## src/rtl/ecdh_des_pkg.sv

```systemverilog
// Shared definitions for the ECC-DH / 3DES sequencer.
//   - FSM state encodings (legacy-compatible localparam constants)
//   - error codes reported on err_code
//   - default key widths and a small max helper used to size the shared counter
package ecdh_des_pkg;

   localparam logic [2:0] ST_IDLE      = 3'd0;
   localparam logic [2:0] ST_ECC_RUN   = 3'd1;
   localparam logic [2:0] ST_ECC_DONE  = 3'd2;
   localparam logic [2:0] ST_KEY_LOAD  = 3'd3;
   localparam logic [2:0] ST_INIT_WAIT = 3'd4;
   localparam logic [2:0] ST_DATA      = 3'd5;
   localparam logic [2:0] ST_DRAIN     = 3'd6;

   localparam logic [1:0] ERR_NONE    = 2'd0;
   localparam logic [1:0] ERR_NOKEY   = 2'd1;
   localparam logic [1:0] ERR_TIMEOUT = 2'd2;

   // keys = {sec_x, low DEF_SEC_Y_W bits of sec_y}
   localparam int unsigned DEF_KEY_W      = 163;
   localparam int unsigned DEF_SESS_KEY_W = 192;
   localparam int unsigned DEF_SEC_Y_W    = DEF_SESS_KEY_W - DEF_KEY_W;

   function automatic int unsigned max3(input int unsigned a, input int unsigned b,
                                        input int unsigned c);
      int unsigned m;
      m = (a > b) ? a : b;
      return (m > c) ? m : c;
   endfunction

endpackage

```

## src/rtl/ecdh_des_sequencer_counter.sv

```systemverilog
// Loadable down-counter shared by all timed sequencer states.
//   clk, n_rst : clock, async active-low reset
//   load       : load load_val this cycle (takes priority over counting)
//   load_val   : value to load
//   zero       : counter currently holds 0 (it stops there)
module seq_down_counter #(
   parameter int unsigned WIDTH = 6
) (
   input  logic             clk,
   input  logic             n_rst,
   input  logic             load,
   input  logic [WIDTH-1:0] load_val,
   output logic             zero
);

   logic [WIDTH-1:0] cnt_q, cnt_d;

   always_comb begin
      cnt_d = cnt_q;
      if (load) begin
         cnt_d = load_val;
      end else if (cnt_q != '0) begin
         cnt_d = cnt_q - WIDTH'(1);
      end
   end

   always_ff @(posedge clk or negedge n_rst) begin
      if (!n_rst) begin
         cnt_q <= '0;
      end else begin
         cnt_q <= cnt_d;
      end
   end

   assign zero = (cnt_q == '0);

endmodule

```

## src/rtl/ecdh_des_sequencer.sv

```systemverilog
// Top-level ECC-DH / 3DES sequencer.
// Arbitrates NUM_SLOTS ECC point-multiply requests onto one ECC core, captures the public
// key (slot 0) or shared secret (other slots), exposes a registered session key and walks
// the 3DES key-load / fill / stream / drain phases.
//   ecc_start/estart/edone/Pox/Poy : request channels and ECC core handshake
//   des_start/des_mode/key_clear   : DES request, mode, secret wipe
//   keys/is_encrypt/key_valid      : session key, latched mode, secret-held flag
//   pub_x/pub_y                    : public key
//   ecc_done/des_done/busy         : status
//   err_valid/err_code             : error pulse and sticky code
module ecdh_des_sequencer
   import ecdh_des_pkg::*;
#(
   parameter int unsigned KEY_W       = DEF_KEY_W,
   parameter int unsigned SESS_KEY_W  = DEF_SESS_KEY_W,
   parameter int unsigned NUM_SLOTS   = 2,
   parameter int unsigned DES_LAT     = 48,
   parameter int unsigned KEYLOAD_CYC = 2,
   parameter int unsigned ECC_TIMEOUT = 0
) (
   input  logic                  clk,
   input  logic                  n_rst,
   input  logic [NUM_SLOTS-1:0]  ecc_start,
   input  logic                  des_start,
   input  logic                  des_mode,
   input  logic                  key_clear,
   output logic                  estart,
   input  logic [KEY_W-1:0]      Pox,
   input  logic [KEY_W-1:0]      Poy,
   input  logic                  edone,
   output logic [SESS_KEY_W-1:0] keys,
   output logic                  is_encrypt,
   output logic                  key_valid,
   output logic [KEY_W-1:0]      pub_x,
   output logic [KEY_W-1:0]      pub_y,
   output logic [NUM_SLOTS-1:0]  ecc_done,
   output logic                  des_done,
   output logic                  busy,
   output logic                  err_valid,
   output logic [1:0]            err_code
);

   localparam int unsigned SEC_Y_W = SESS_KEY_W - KEY_W;
   localparam int unsigned SLOT_W  = $clog2(NUM_SLOTS);
   localparam int unsigned CNT_W   = $clog2(max3(DES_LAT, KEYLOAD_CYC, ECC_TIMEOUT) + 1);

   // Counter preloads are N-1 so the state lasts exactly N cycles.
   localparam logic [CNT_W-1:0] LOAD_ECC = (ECC_TIMEOUT > 0) ? CNT_W'(ECC_TIMEOUT - 1) : '0;
   localparam logic [CNT_W-1:0] LOAD_KEY = CNT_W'(KEYLOAD_CYC - 1);
   localparam logic [CNT_W-1:0] LOAD_DES = CNT_W'(DES_LAT - 1);

   logic [2:0]         state_q, state_d;
   logic [SLOT_W-1:0]  slot_q, slot_d;
   logic [KEY_W-1:0]   pub_x_q, pub_x_d, pub_y_q, pub_y_d, sec_x_q, sec_x_d;
   logic [SEC_Y_W-1:0] sec_y_q, sec_y_d;
   logic               key_valid_q, key_valid_d;
   logic               is_enc_q, is_enc_d;
   logic               err_valid_q, err_valid_d;
   logic [1:0]         err_code_q, err_code_d;

   logic               cnt_load, cnt_zero;
   logic [CNT_W-1:0]   cnt_val;
   logic               req_any;
   logic [SLOT_W-1:0]  req_slot;

   // Lowest-index request wins: scan downwards so the last hit is the lowest index.
   always_comb begin
      req_any  = 1'b0;
      req_slot = '0;
      for (int i = NUM_SLOTS - 1; i >= 0; i--) begin
         if (ecc_start[i]) begin
            req_any  = 1'b1;
            req_slot = SLOT_W'(i);
         end
      end
   end

   always_comb begin
      state_d     = state_q;
      slot_d      = slot_q;
      pub_x_d     = pub_x_q;
      pub_y_d     = pub_y_q;
      sec_x_d     = sec_x_q;
      sec_y_d     = sec_y_q;
      key_valid_d = key_valid_q;
      is_enc_d    = is_enc_q;
      err_valid_d = 1'b0;
      err_code_d  = err_code_q;
      cnt_load    = 1'b0;
      cnt_val     = '0;
      case (state_q)
         ST_IDLE: begin
            if (req_any) begin
               slot_d   = req_slot;
               state_d  = ST_ECC_RUN;
               cnt_load = 1'b1;
               cnt_val  = LOAD_ECC;
            end else if (des_start) begin
               if (key_valid_q) begin
                  is_enc_d = des_mode;
                  state_d  = ST_KEY_LOAD;
                  cnt_load = 1'b1;
                  cnt_val  = LOAD_KEY;
               end else begin
                  err_valid_d = 1'b1;
                  err_code_d  = ERR_NOKEY;
               end
            end else if (key_clear) begin
               sec_x_d     = '0;
               sec_y_d     = '0;
               key_valid_d = 1'b0;
            end
         end
         ST_ECC_RUN: begin
            // edone takes precedence over a timeout expiring in the same cycle
            if (edone) begin
               state_d = ST_ECC_DONE;
               if (slot_q == '0) begin
                  pub_x_d = Pox;
                  pub_y_d = Poy;
               end else begin
                  sec_x_d     = Pox;
                  sec_y_d     = Poy[SEC_Y_W-1:0];
                  key_valid_d = 1'b1;
               end
            end else if ((ECC_TIMEOUT > 0) && cnt_zero) begin
               state_d     = ST_IDLE;
               err_valid_d = 1'b1;
               err_code_d  = ERR_TIMEOUT;
            end
         end
         ST_ECC_DONE: state_d = ST_IDLE;
         ST_KEY_LOAD: begin
            if (cnt_zero) begin
               state_d  = ST_INIT_WAIT;
               cnt_load = 1'b1;
               cnt_val  = LOAD_DES;
            end
         end
         ST_INIT_WAIT: begin
            if (cnt_zero) state_d = ST_DATA;
         end
         ST_DATA: begin
            if (!des_start) begin
               state_d  = ST_DRAIN;
               cnt_load = 1'b1;
               cnt_val  = LOAD_DES;
            end
         end
         ST_DRAIN: begin
            if (cnt_zero) state_d = ST_IDLE;
         end
         default: state_d = ST_IDLE;
      endcase
   end

   always_ff @(posedge clk or negedge n_rst) begin
      if (!n_rst) begin
         state_q     <= ST_IDLE;
         slot_q      <= '0;
         pub_x_q     <= '0;
         pub_y_q     <= '0;
         sec_x_q     <= '0;
         sec_y_q     <= '0;
         key_valid_q <= 1'b0;
         is_enc_q    <= 1'b0;
         err_valid_q <= 1'b0;
         err_code_q  <= ERR_NONE;
      end else begin
         state_q     <= state_d;
         slot_q      <= slot_d;
         pub_x_q     <= pub_x_d;
         pub_y_q     <= pub_y_d;
         sec_x_q     <= sec_x_d;
         sec_y_q     <= sec_y_d;
         key_valid_q <= key_valid_d;
         is_enc_q    <= is_enc_d;
         err_valid_q <= err_valid_d;
         err_code_q  <= err_code_d;
      end
   end

   seq_down_counter #(
      .WIDTH (CNT_W)
   ) u_cnt (
      .clk      (clk),
      .n_rst    (n_rst),
      .load     (cnt_load),
      .load_val (cnt_val),
      .zero     (cnt_zero)
   );

   assign estart     = (state_q == ST_ECC_RUN);
   assign busy       = (state_q != ST_IDLE);
   assign des_done   = (state_q == ST_DATA) || (state_q == ST_DRAIN);
   assign ecc_done   = (state_q == ST_ECC_DONE) ?
                       ({{(NUM_SLOTS - 1){1'b0}}, 1'b1} << slot_q) : '0;
   assign keys       = {sec_x_q, sec_y_q};
   assign is_encrypt = is_enc_q;
   assign key_valid  = key_valid_q;
   assign pub_x      = pub_x_q;
   assign pub_y      = pub_y_q;
   assign err_valid  = err_valid_q;
   assign err_code   = err_code_q;

endmodule

```

## config.mk

```make
export PLATFORM = sky130hd
export DESIGN_NAME = ecdh_des_sequencer
export DESIGN_NICKNAME = d
export VERILOG_FILES = /design/src/rtl/ecdh_des_pkg.sv /design/src/rtl/ecdh_des_sequencer_counter.sv /design/src/rtl/ecdh_des_sequencer.sv
export SDC_FILE = /design/constraint.sdc
export NUM_CORES = 1
export LEC_CHECK = 0
export ABC_AREA = 0
export BUFFER_PORTS_ARGS = -buffer_cell sky130_fd_sc_hd__buf_2
export CAP_MARGIN = 25
export CORE_AREA = 4 4 329 331
export CTS_CLUSTER_SIZE = 25
export DETAILED_ROUTE_END_ITERATION = 8
export DIE_AREA = 0 0 333 335
export PLACE_DENSITY = 0.47
export SLEW_MARGIN = 15
export SYNTH_ARGS = -nofsm -noshare
export SYNTH_HDL_FRONTEND = slang
export SYNTH_SLANG_ARGS = --single-unit
```

## constraint.sdc

```tcl
create_clock -name clk -period 2 [get_ports clk]
set_clock_uncertainty 0.15 [all_clocks]
set_input_delay 0.4 -clock clk [delete_from_list [all_inputs] [get_ports clk]]
set_output_delay 0.4 -clock clk [all_outputs]
set_load 0.05 [all_outputs]
```

==> results_tabular.tex, run 1 <==
\begin{tabular}{lr}
\hline
Metric & Value \\
\hline
\multicolumn{2}{l}{\textbf{STA}} \\
\quad Min cycle time layout & 2.270 ns \\
\quad Final setup vio count & 524 \\
\quad Number of hold violations in the final report & 0 \\
\quad Measured slew at the worst slew-check pin & 0.5453 ns \\
\quad Achievable frequency & 0.4406 GHz \\
\quad Worst path setup slack after routing & -0.2698 ns \\
\quad Post-route setup TNS & -82.35 ns \\
\quad Normalized max-slew margin & 0.6365 \\
\quad Final Slew Violations & 0 \\
\quad Tcrit/Tclk final & 1.135 \\
\quad RSZ-0062 raised after global routing & true \\
\multicolumn{2}{l}{\textbf{Routing}} \\
\quad Residual DRC count & 0 \\
\quad Antenna Nets Post-Route & 0 \\
\quad Number of DRC markers after the initial detailed-route iteration & 711 \\
\quad DRT Pass-1 Iters & 4 \\
\quad Number of vias after detailed routing & 16540 \\
\quad Total routed wirelength & 87430 µm \\
\quad Routed length per instance & 21.69 µm \\
\quad Per-cell via count in the routed design & 4.105 \\
\multicolumn{2}{l}{\textbf{Worst setup path}} \\
\quad Setup slack of the worst register-to-register path & -0.27 ns \\
\quad Critical path startpoint & state\_q[1] \\
\quad Crit path capture type & flip-flop \\
\quad Startpoint class of the critical path & flip-flop \\
\quad Slowest cell on crit path & sky130\_fd\_sc\_hd\_\_dfrtp\_1 \\
\quad CP dominant cell by count & sky130\_fd\_sc\_hd\_\_buf\_16 \\
\quad Worst-path fanout max & 7 \\
\quad CP required & 2.37 ns \\
\quad Maximum single-stage delay on the critical path & 0.41 ns \\
\quad CP arrival & 2.64 ns \\
\quad Crit Reg-Reg Startpoint & state\_q[1] \\
\quad Critical register-to-register path endpoint & sec\_x\_q[33] \\
\quad Type of the worst setup path & reg -> reg \\
\quad Critical Path End & sec\_x\_q[33] \\
\quad Number of cells traversed by the worst register-to-register path & 10 \\
\quad Ordered list of cells on the worst path & buf\_6 -> nor3b\_4 -> buf\_6 -> and3\_4 -> a41oi\_4 -> buf\_12 -> buf\_16 -> buf\_16 -> buf\_16 -> a22o\_1 \\
\multicolumn{2}{l}{\textbf{Synth}} \\
\quad Fraction of synthesized cell area taken by the top area cell type & 0.6783 \\
\quad Mapped Cells & 1205 \\
\quad Number of nets in the synthesized netlist & 1541 \\
\quad Netlist cell types & 38 \\
\quad Synthesized area divided by synthesized cell count & 16.29 µm² \\
\quad Dominant cells by area after synthesis & sky130\_fd\_sc\_hd\_\_dfrtp\_1, sky130\_fd\_sc\_hd\_\_mux2\_1, sky130\_fd\_sc\_hd\_\_a22o\_1, sky130\_fd\_sc\_hd\_\_buf\_2, sky130\_fd\_sc\_hd\_\_buf\_6 \\
\quad Leading area contributor after synthesis & sky130\_fd\_sc\_hd\_\_dfrtp\_1 \\
\quad Async set-reset flop share out of synthesis & 1.000 \\
\quad Number of flops mapped to enable cells by yosys & 0 \\
\quad Part of the Yosys area used for sequential elements & 0.6783 \\
\quad Cell with the most instances after synthesis & sky130\_fd\_sc\_hd\_\_dfrtp\_1 \\
\quad Post-synth top cells & sky130\_fd\_sc\_hd\_\_dfrtp\_1, sky130\_fd\_sc\_hd\_\_mux2\_1, sky130\_fd\_sc\_hd\_\_a22o\_1, sky130\_fd\_sc\_hd\_\_buf\_2, sky130\_fd\_sc\_hd\_\_buf\_6 \\
\quad FF+latch count, synth & 532 \\
\quad Mapped cell area & 19630 µm² \\
\quad Top FF cell, synth & sky130\_fd\_sc\_hd\_\_dfrtp\_1 \\
\quad Number of synthesis warnings & 0 \\
\multicolumn{2}{l}{\textbf{Global route}} \\
\quad Residual overflow from global routing & 0 \\
\quad Number of global-route vias before repair & 18320 \\
\quad Maximum number of pins on one net before global-route repair & 60 \\
\quad First-pass GRT wire length & 122300 µm \\
\quad Number of antenna violations at the first check in global routing & 3 \\
\quad Total routing resource utilization after global routing & 0.1438 \\
\multicolumn{2}{l}{\textbf{Floorplan}} \\
\quad Die width & 333 µm \\
\quad Number of top-level design ports & 862 \\
\quad Site Rows & 119 \\
\quad Placeable core region & 105100 µm² \\
\quad Total Die Area & 111600 µm² \\
\quad DIE HEIGHT & 335 µm \\
\quad Initial core utilization & 0.1867 \\
\multicolumn{2}{l}{\textbf{Layout}} \\
\quad Share of final-layout standard cells stronger than drive strength 1 & 0.5658 \\
\quad Post-Layout Cell Count & 4030 \\
\quad Layout net count & 2925 \\
\quad Share of the core filled with cells & 0.3390 \\
\quad Synth-to-layout area growth & 81.58\% \\
\multicolumn{2}{l}{\textbf{Power}} \\
\quad VDD IR-drop max & 1464 µV \\
\quad Overall power of the completed layout & 73.16 mW \\
\quad Total power per unit cell area & 2053 nW/µm² \\
\quad Standby leakage power & 17.63 nW \\
\multicolumn{2}{l}{\textbf{Placement}} \\
\quad Post-placement cell count & 3477 \\
\quad Global placement routability congestion & 0.8152 \\
\quad DP Wirelength & 56660 µm \\
\quad Port-buffer cells & 860 \\
\multicolumn{2}{l}{\textbf{Clock network}} \\
\quad Clock Pin Slew Worst Setup and Hold Paths & 0.06 ns \\
\quad Count of H-tree levels built during CTS & 2 \\
\quad CTS tree & built \\
\quad Maximum buffer depth of the clock tree & 3 \\
\quad Number of clock sinks seen by CTS & 532 \\
\quad CTS Root Buffer Type & sky130\_fd\_sc\_hd\_\_clkbuf\_16 \\
\quad Num CTS Buffers & 61 \\
\quad Clk\_lat worst skew & 0.62 ns \\
\multicolumn{2}{l}{\textbf{Flow run}} \\
\quad Maxcap violations & 0 \\
\multicolumn{2}{l}{\textbf{Outcome}} \\
\quad Status & finished with violations \\
\quad Violations in the final reports & negative setup slack \\
\multicolumn{2}{l}{\textbf{Worst hold path}} \\
\quad Type of the tightest min-delay check & in -> reg \\
\hline
\end{tabular}
==> flip-flops by register name (all words and copies together), names as in the netlist <==
name and flops:
err_code 1, err_valid 1, is_encrypt 1, key_valid 1, pub_x 163, pub_y 163
sec_x_q 163, sec_y_q 29, slot_q 1, state_q 3, u_cnt.cnt_q 6
==> logic make-up (layout without fill, tap and decap cells) <==
family,Yosys count,count (layout),synth area share
fa+ha+maj,2,2,0.001275
buf+inv,90,1522,0.02678
flops,532,532,0.6783
xor+xnor,4,4,0.001785
mux,330,330,0.1892
compound gates,214,214,0.09359
simple gates,32,32,0.008862
other cells,1,3,0.0001911
==> power by group <==
part / internal [mW] / switching, mW / leakage [nW]
Combinational: 14.2 / 27.8 / 10.0
Sequential: 16.2 / 3.43 / 6.55
Clock: 6.92 / 4.64 / 1.03
Total: 37.3 / 35.9 / 17.6
==> critical path: cells and delay by family, from the launching register on <==
family | cells | cell delay [ns]
AOI/OAI and AO/OA | 2 | 0.24
buffers and inverters | 6 | 0.90
DFF | 1 | 0.41
and+or+nand+nor | 2 | 0.43
==> routing by layer <==
metal | up-vias | routed length, µm | share of wire | track usage
li1 | 7211 | - | - | -
met1 | 8495 | 34520 | 0.39 | 0.1693
met2 | 688 | 43520 | 0.50 | 0.2490
met3 | 149 | 6699 | 0.077 | 0.04427
met4 | 0 | 2685 | 0.031 | 0.04865
met5 | - | 0 | 0 | 0
==> placed cells by master (no fill, tap or decap), types with 2 or more instances in the layout <==
cell and n:
sky130_fd_sc_hd__a31oi_1 2, sky130_fd_sc_hd__xnor2_1 3, sky130_fd_sc_hd__a21oi_1 5, sky130_fd_sc_hd__buf_6 26
sky130_fd_sc_hd__and2_1 2, sky130_fd_sc_hd__mux2i_1 2, sky130_fd_sc_hd__buf_12 62, sky130_fd_sc_hd__a22o_1 192
sky130_fd_sc_hd__nor3b_2 2, sky130_fd_sc_hd__nor3_1 3, sky130_fd_sc_hd__nand2_1 7, sky130_fd_sc_hd__clkbuf_8 12
sky130_fd_sc_hd__clkinv_2 15, sky130_fd_sc_hd__buf_16 38, sky130_fd_sc_hd__inv_1 6, sky130_fd_sc_hd__clkbuf_1 11
sky130_fd_sc_hd__buf_4 43, sky130_fd_sc_hd__inv_6 4, sky130_fd_sc_hd__dlygate4sd3_1 331, sky130_fd_sc_hd__nor2_1 5
sky130_fd_sc_hd__buf_8 43, sky130_fd_sc_hd__buf_2 844, sky130_fd_sc_hd__o21ai_1 4, sky130_fd_sc_hd__dfrtp_1 532
sky130_fd_sc_hd__diode_2 2, sky130_fd_sc_hd__bufinv_16 7, sky130_fd_sc_hd__mux2_1 23, sky130_fd_sc_hd__ha_1 2
sky130_fd_sc_hd__o21ai_0 2, sky130_fd_sc_hd__clkbuf_16 77, sky130_fd_sc_hd__mux2_4 305
==> stage by stage <==
step | hold WS, ns | setup slack (ns) | area [µm²]
floorplan | -0.04559 | -0.2868 | 19740
global placement | 0.2466 | -0.07739 | 26310
detailed placement | 0.2489 | -0.07350 | 26310
CTS | 0.02749 | -0.3152 | 34830
global route | 0.03341 | -0.3370 | 35640
finish | 0.08100 | -0.2698 | 35640
==> worst min path at each step <==
| stage | cells past startpoint | end | start |
|---|---|---|---|
| detailed placement | 1 | pub_x[108] | n_rst |
| CTS | 4 | state_q[1] | ecc_start[1] |
| global placement | 1 | pub_y[4] | n_rst |
| floorplan | 0 | err_code[0] | n_rst |
| finish | 4 | state_q[1] | ecc_start[1] |
| global route | 4 | state_q[1] | ecc_start[1] |
==> what timing repair did <==
item                                    in CTS  in global routing
pin swaps                                   45                 84
endpoints found under the hold margin      766                  1
gates cloned                                45                 17
buffers inserted                            65                 23
gates resized for setup                    326                257
endpoints found under the setup margin     428                503
hold buffers                               331                  1
==> layout make-up <==
class	count	area [µm²]
diodes	2	5.005
repair buffers	1404	11490
inverters	7	28.78
clock buffers	84	1733
fillers	10300	69480
multi-input cells	583	6997
clock inverters	27	327.8
well taps	1391	1740
flip-flops and latches	532	13310
(Power assumes the default switching activity.)
==> inputs of run 2 (changes only) <==
PLACE_DENSITY = 0.51   (was 0.47)
==> results_tabular.tex, run 2 (synthesis results as in run 1) <==
\begin{tabular}{lr}
\hline
Metric & Value \\
\hline
\multicolumn{2}{l}{\textbf{Worst setup path}} \\
\quad Maximum single-stage delay on the critical path & 0.40 ns (about the same) \\
\quad Crit path capture type & flip-flop \\
\quad Startpoint class of the critical path & flip-flop \\
\quad CP arrival & 2.64 ns (about the same) \\
\quad Ordered list of cells on the worst path & buf\_4 -> nor3b\_4 -> nand2\_2 -> nor2\_4 -> buf\_12 -> buf\_12 -> buf\_12 -> clkbuf\_16 -> buf\_8 -> mux2\_4 \\
\quad Crit Reg-Reg Startpoint & state\_q[2] \\
\quad Type of the worst setup path & reg -> reg \\
\quad Slowest cell on crit path & sky130\_fd\_sc\_hd\_\_dfrtp\_1 \\
\quad CP dominant cell by count & sky130\_fd\_sc\_hd\_\_buf\_12 \\
\quad Critical path startpoint & state\_q[2] \\
\quad CP required & 2.35 ns (-0.02 ns) \\
\quad Worst-path fanout max & 5 (-2) \\
\multicolumn{2}{l}{\textbf{Routing}} \\
\quad Number of DRC markers after the initial detailed-route iteration & 595 (-16\%) \\
\quad Residual DRC count & 0 (unchanged) \\
\quad Total routed wirelength & 84010 µm (-3.9\%) \\
\quad Antenna Nets Post-Route & 0 (unchanged) \\
\quad DRT Pass-1 Iters & 5 (+1) \\
\quad Number of vias after detailed routing & 16360 (-1.1\%) \\
\quad Routed length per instance & 20.81 µm (-4.1\%) \\
\quad Per-cell via count in the routed design & 4.052 (-1.3\%) \\
\multicolumn{2}{l}{\textbf{Placement}} \\
\quad Post-placement cell count & 3477 (unchanged) \\
\quad Port-buffer cells & 860 (unchanged) \\
\quad DP Wirelength & 53010 µm (-6.4\%) \\
\quad Global placement routability congestion & 0.8106 (-0.56\%) \\
\multicolumn{2}{l}{\textbf{Floorplan}} \\
\quad Initial core utilization & 0.1867 (unchanged) \\
\quad Number of top-level design ports & 862 (unchanged) \\
\quad Die width & 333 µm (unchanged) \\
\quad DIE HEIGHT & 335 µm (unchanged) \\
\quad Site Rows & 119 (unchanged) \\
\quad Total Die Area & 111600 µm² (unchanged) \\
\quad Placeable core region & 105100 µm² (unchanged) \\
\multicolumn{2}{l}{\textbf{Clock network}} \\
\quad Number of clock sinks seen by CTS & 532 (unchanged) \\
\quad Num CTS Buffers & 60 (-1.6\%) \\
\quad Clk\_lat worst skew & 0.62 ns (about the same) \\
\quad CTS tree & built \\
\quad CTS Root Buffer Type & sky130\_fd\_sc\_hd\_\_clkbuf\_16 \\
\quad Clock Pin Slew Worst Setup and Hold Paths & 0.06 ns (about the same) \\
\quad Maximum buffer depth of the clock tree & 3 (unchanged) \\
\quad Count of H-tree levels built during CTS & 2 (unchanged) \\
\multicolumn{2}{l}{\textbf{Global route}} \\
\quad Number of antenna violations at the first check in global routing & 1 (-2) \\
\quad Number of global-route vias before repair & 17990 (-1.8\%) \\
\quad Residual overflow from global routing & 0 (unchanged) \\
\quad First-pass GRT wire length & 115900 µm (-5.2\%) \\
\quad Total routing resource utilization after global routing & 0.1340 (-0.009743) \\
\quad Maximum number of pins on one net before global-route repair & 64 (+6.7\%) \\
\multicolumn{2}{l}{\textbf{Power}} \\
\quad Overall power of the completed layout & 71.94 mW (-1.7\%) \\
\quad Reg power frac & 0.272 (+0.004) \\
\quad Switching share of total power & 0.4917 (+0.001607) \\
\quad Power spent charging and discharging nets & 35.38 mW (-1.3\%) \\
\quad Comb power frac & 0.577 (+0.003) \\
\quad Share of power burned in the clock network & 0.152 (-0.006) \\
\quad Standby leakage power & 17.56 nW (-0.38\%) \\
\quad VDD IR-drop max & 1478 µV (+0.96\%) \\
\quad Total power per unit cell area & 2027 nW/µm² (-1.2\%) \\
\quad Cell-internal power & 36.56 mW (-2.0\%) \\
\multicolumn{2}{l}{\textbf{Layout}} \\
\quad Layout net count & 2935 (+0.34\%) \\
\quad Share of final-layout standard cells stronger than drive strength 1 & 0.5606 (-0.005160) \\
\quad Post-Layout Cell Count & 4038 (+0.20\%) \\
\quad Most common library cell in the layout ignoring fill and taps & sky130\_fd\_sc\_hd\_\_buf\_2 \\
\quad Number of fill cells & 10280 (-0.28\%) \\
\quad Commonest non-fill, non-tap cells in the layout & sky130\_fd\_sc\_hd\_\_buf\_2, sky130\_fd\_sc\_hd\_\_dfrtp\_1, sky130\_fd\_sc\_hd\_\_dlygate4sd3\_1 \\
\quad Area used by multi-input combinational logic & 6980 µm² (-0.23\%) \\
\quad Share of the core filled with cells & 0.3376 (-0.001476) \\
\quad Sequential cell area & 13320 µm² (about the same) \\
\quad Synth-to-layout area growth & 80.79\% \\
\quad Antenna diodes & 0 (-2) \\
\multicolumn{2}{l}{\textbf{STA}} \\
\quad RSZ-0062 raised after global routing & true \\
\quad Achievable frequency & 0.4373 GHz (-0.74\%) \\
\quad Hold\_ws & 0.08053 ns (-0.0004686 ns) \\
\quad Post-route setup TNS & -87.44 ns (-5.090 ns) \\
\quad Number of hold violations in the final report & 0 (unchanged) \\
\quad Tcrit/Tclk final & 1.143 (+0.008446) \\
\quad Worst path setup slack after routing & -0.2867 ns (-0.01689 ns) \\
\quad Final setup vio count & 524 (unchanged) \\
\quad Min cycle time layout & 2.287 ns (+0.01689 ns) \\
\quad Final Slew Violations & 0 (unchanged) \\
\multicolumn{2}{l}{\textbf{Outcome}} \\
\quad Violations in the final reports & negative setup slack \\
\quad Status & finished with violations \\
\multicolumn{2}{l}{\textbf{Flow run}} \\
\quad Maxcap violations & 0 (unchanged) \\
\multicolumn{2}{l}{\textbf{Worst hold path}} \\
\quad Type of the tightest min-delay check & in -> async \\
\hline
\end{tabular}
-- run 2: changes by cell type in the layout (fill, tap and decap cells not counted), sizes merged --
cell	change
clkinv	-6
bufinv	-4
dlygate4sd3	+2
clkbuf	+13
diode	-2
bufbuf	+2
buf	-1
inv	-1
clkinvlp	+5
-- run 2: metrics by stage --
stage	cell area [µm²]	worst slack (ns)
after global routing	35480	-0.3801
final	35480	-0.2867
after global placement	26380	-0.06745
after floorplan	19740	-0.2868
after CTS	34160	-0.4007
after detailed placement	26380	-0.06857
-- run 2: path summary, 6_finish.rpt --
check / end / depth (start not counted) / slack [ns]
setup / recovery: pub_x[120] / 10 / -0.29
hold / removal: pub_x[153] / 2 / 0.08
setup reg to reg: pub_x[120] / 10 / -0.29
hold reg to reg: err_code[0] / 1 / 0.31
max in group asynchronous: pub_x[137] / 4 / 0.79
min in group clk: state_q[1] / 5 / 0.23
-- run 2: worst max-delay path, delay by kind of cell, from the launching register on --
family	cells	cell delay, ns
DFF	1	0.40
and+or+nand+nor	3	0.46
buffers and inverters	6	0.83
muxes	1	0.30
-- run 2: cell type report --
| class | count | share of cell area |
|---|---|---|
| Tap cell | 1391 | 0.04905 |
| Sequential cell | 532 | 0.3753 |
| Timing Repair Buffer | 1415 | 0.3241 |
| Inverter | 7 | 0.0007405 |
| Clock inverter | 21 | 0.005924 |
| Multi-Input combinational cell | 583 | 0.1967 |
| Clock buffer | 89 | 0.04824 |
-- run 2: power groups by stage --
stage	combinational, mW	sequential [mW]	clock (mW)
finish	41.5	19.5	10.9
global route	42.9	20.1	11.7
CTS	39.5	19.3	11.3
detailed placement	34.9	19.2	0
global placement	34.6	19.3	0
floorplan	6.53	37.4	0
-- run 2: timing repair --
action,CTS,global route
endpoints found under the setup margin,225,526
pin swaps,7,5
endpoints found under the hold margin,823,0
gates resized for setup,296,197
gates cloned,31,32
buffers inserted,47,24
hold buffers,333,0
-- run 2: metal layers --
metal | GRT usage | part of all wire | routed length, µm
met5 | 0 | 0.00015 | 13
met4 | 0.05371 | 0.039 | 3301
met3 | 0.03525 | 0.066 | 5525
met2 | 0.2328 | 0.51 | 42490
met1 | 0.1577 | 0.39 | 32690
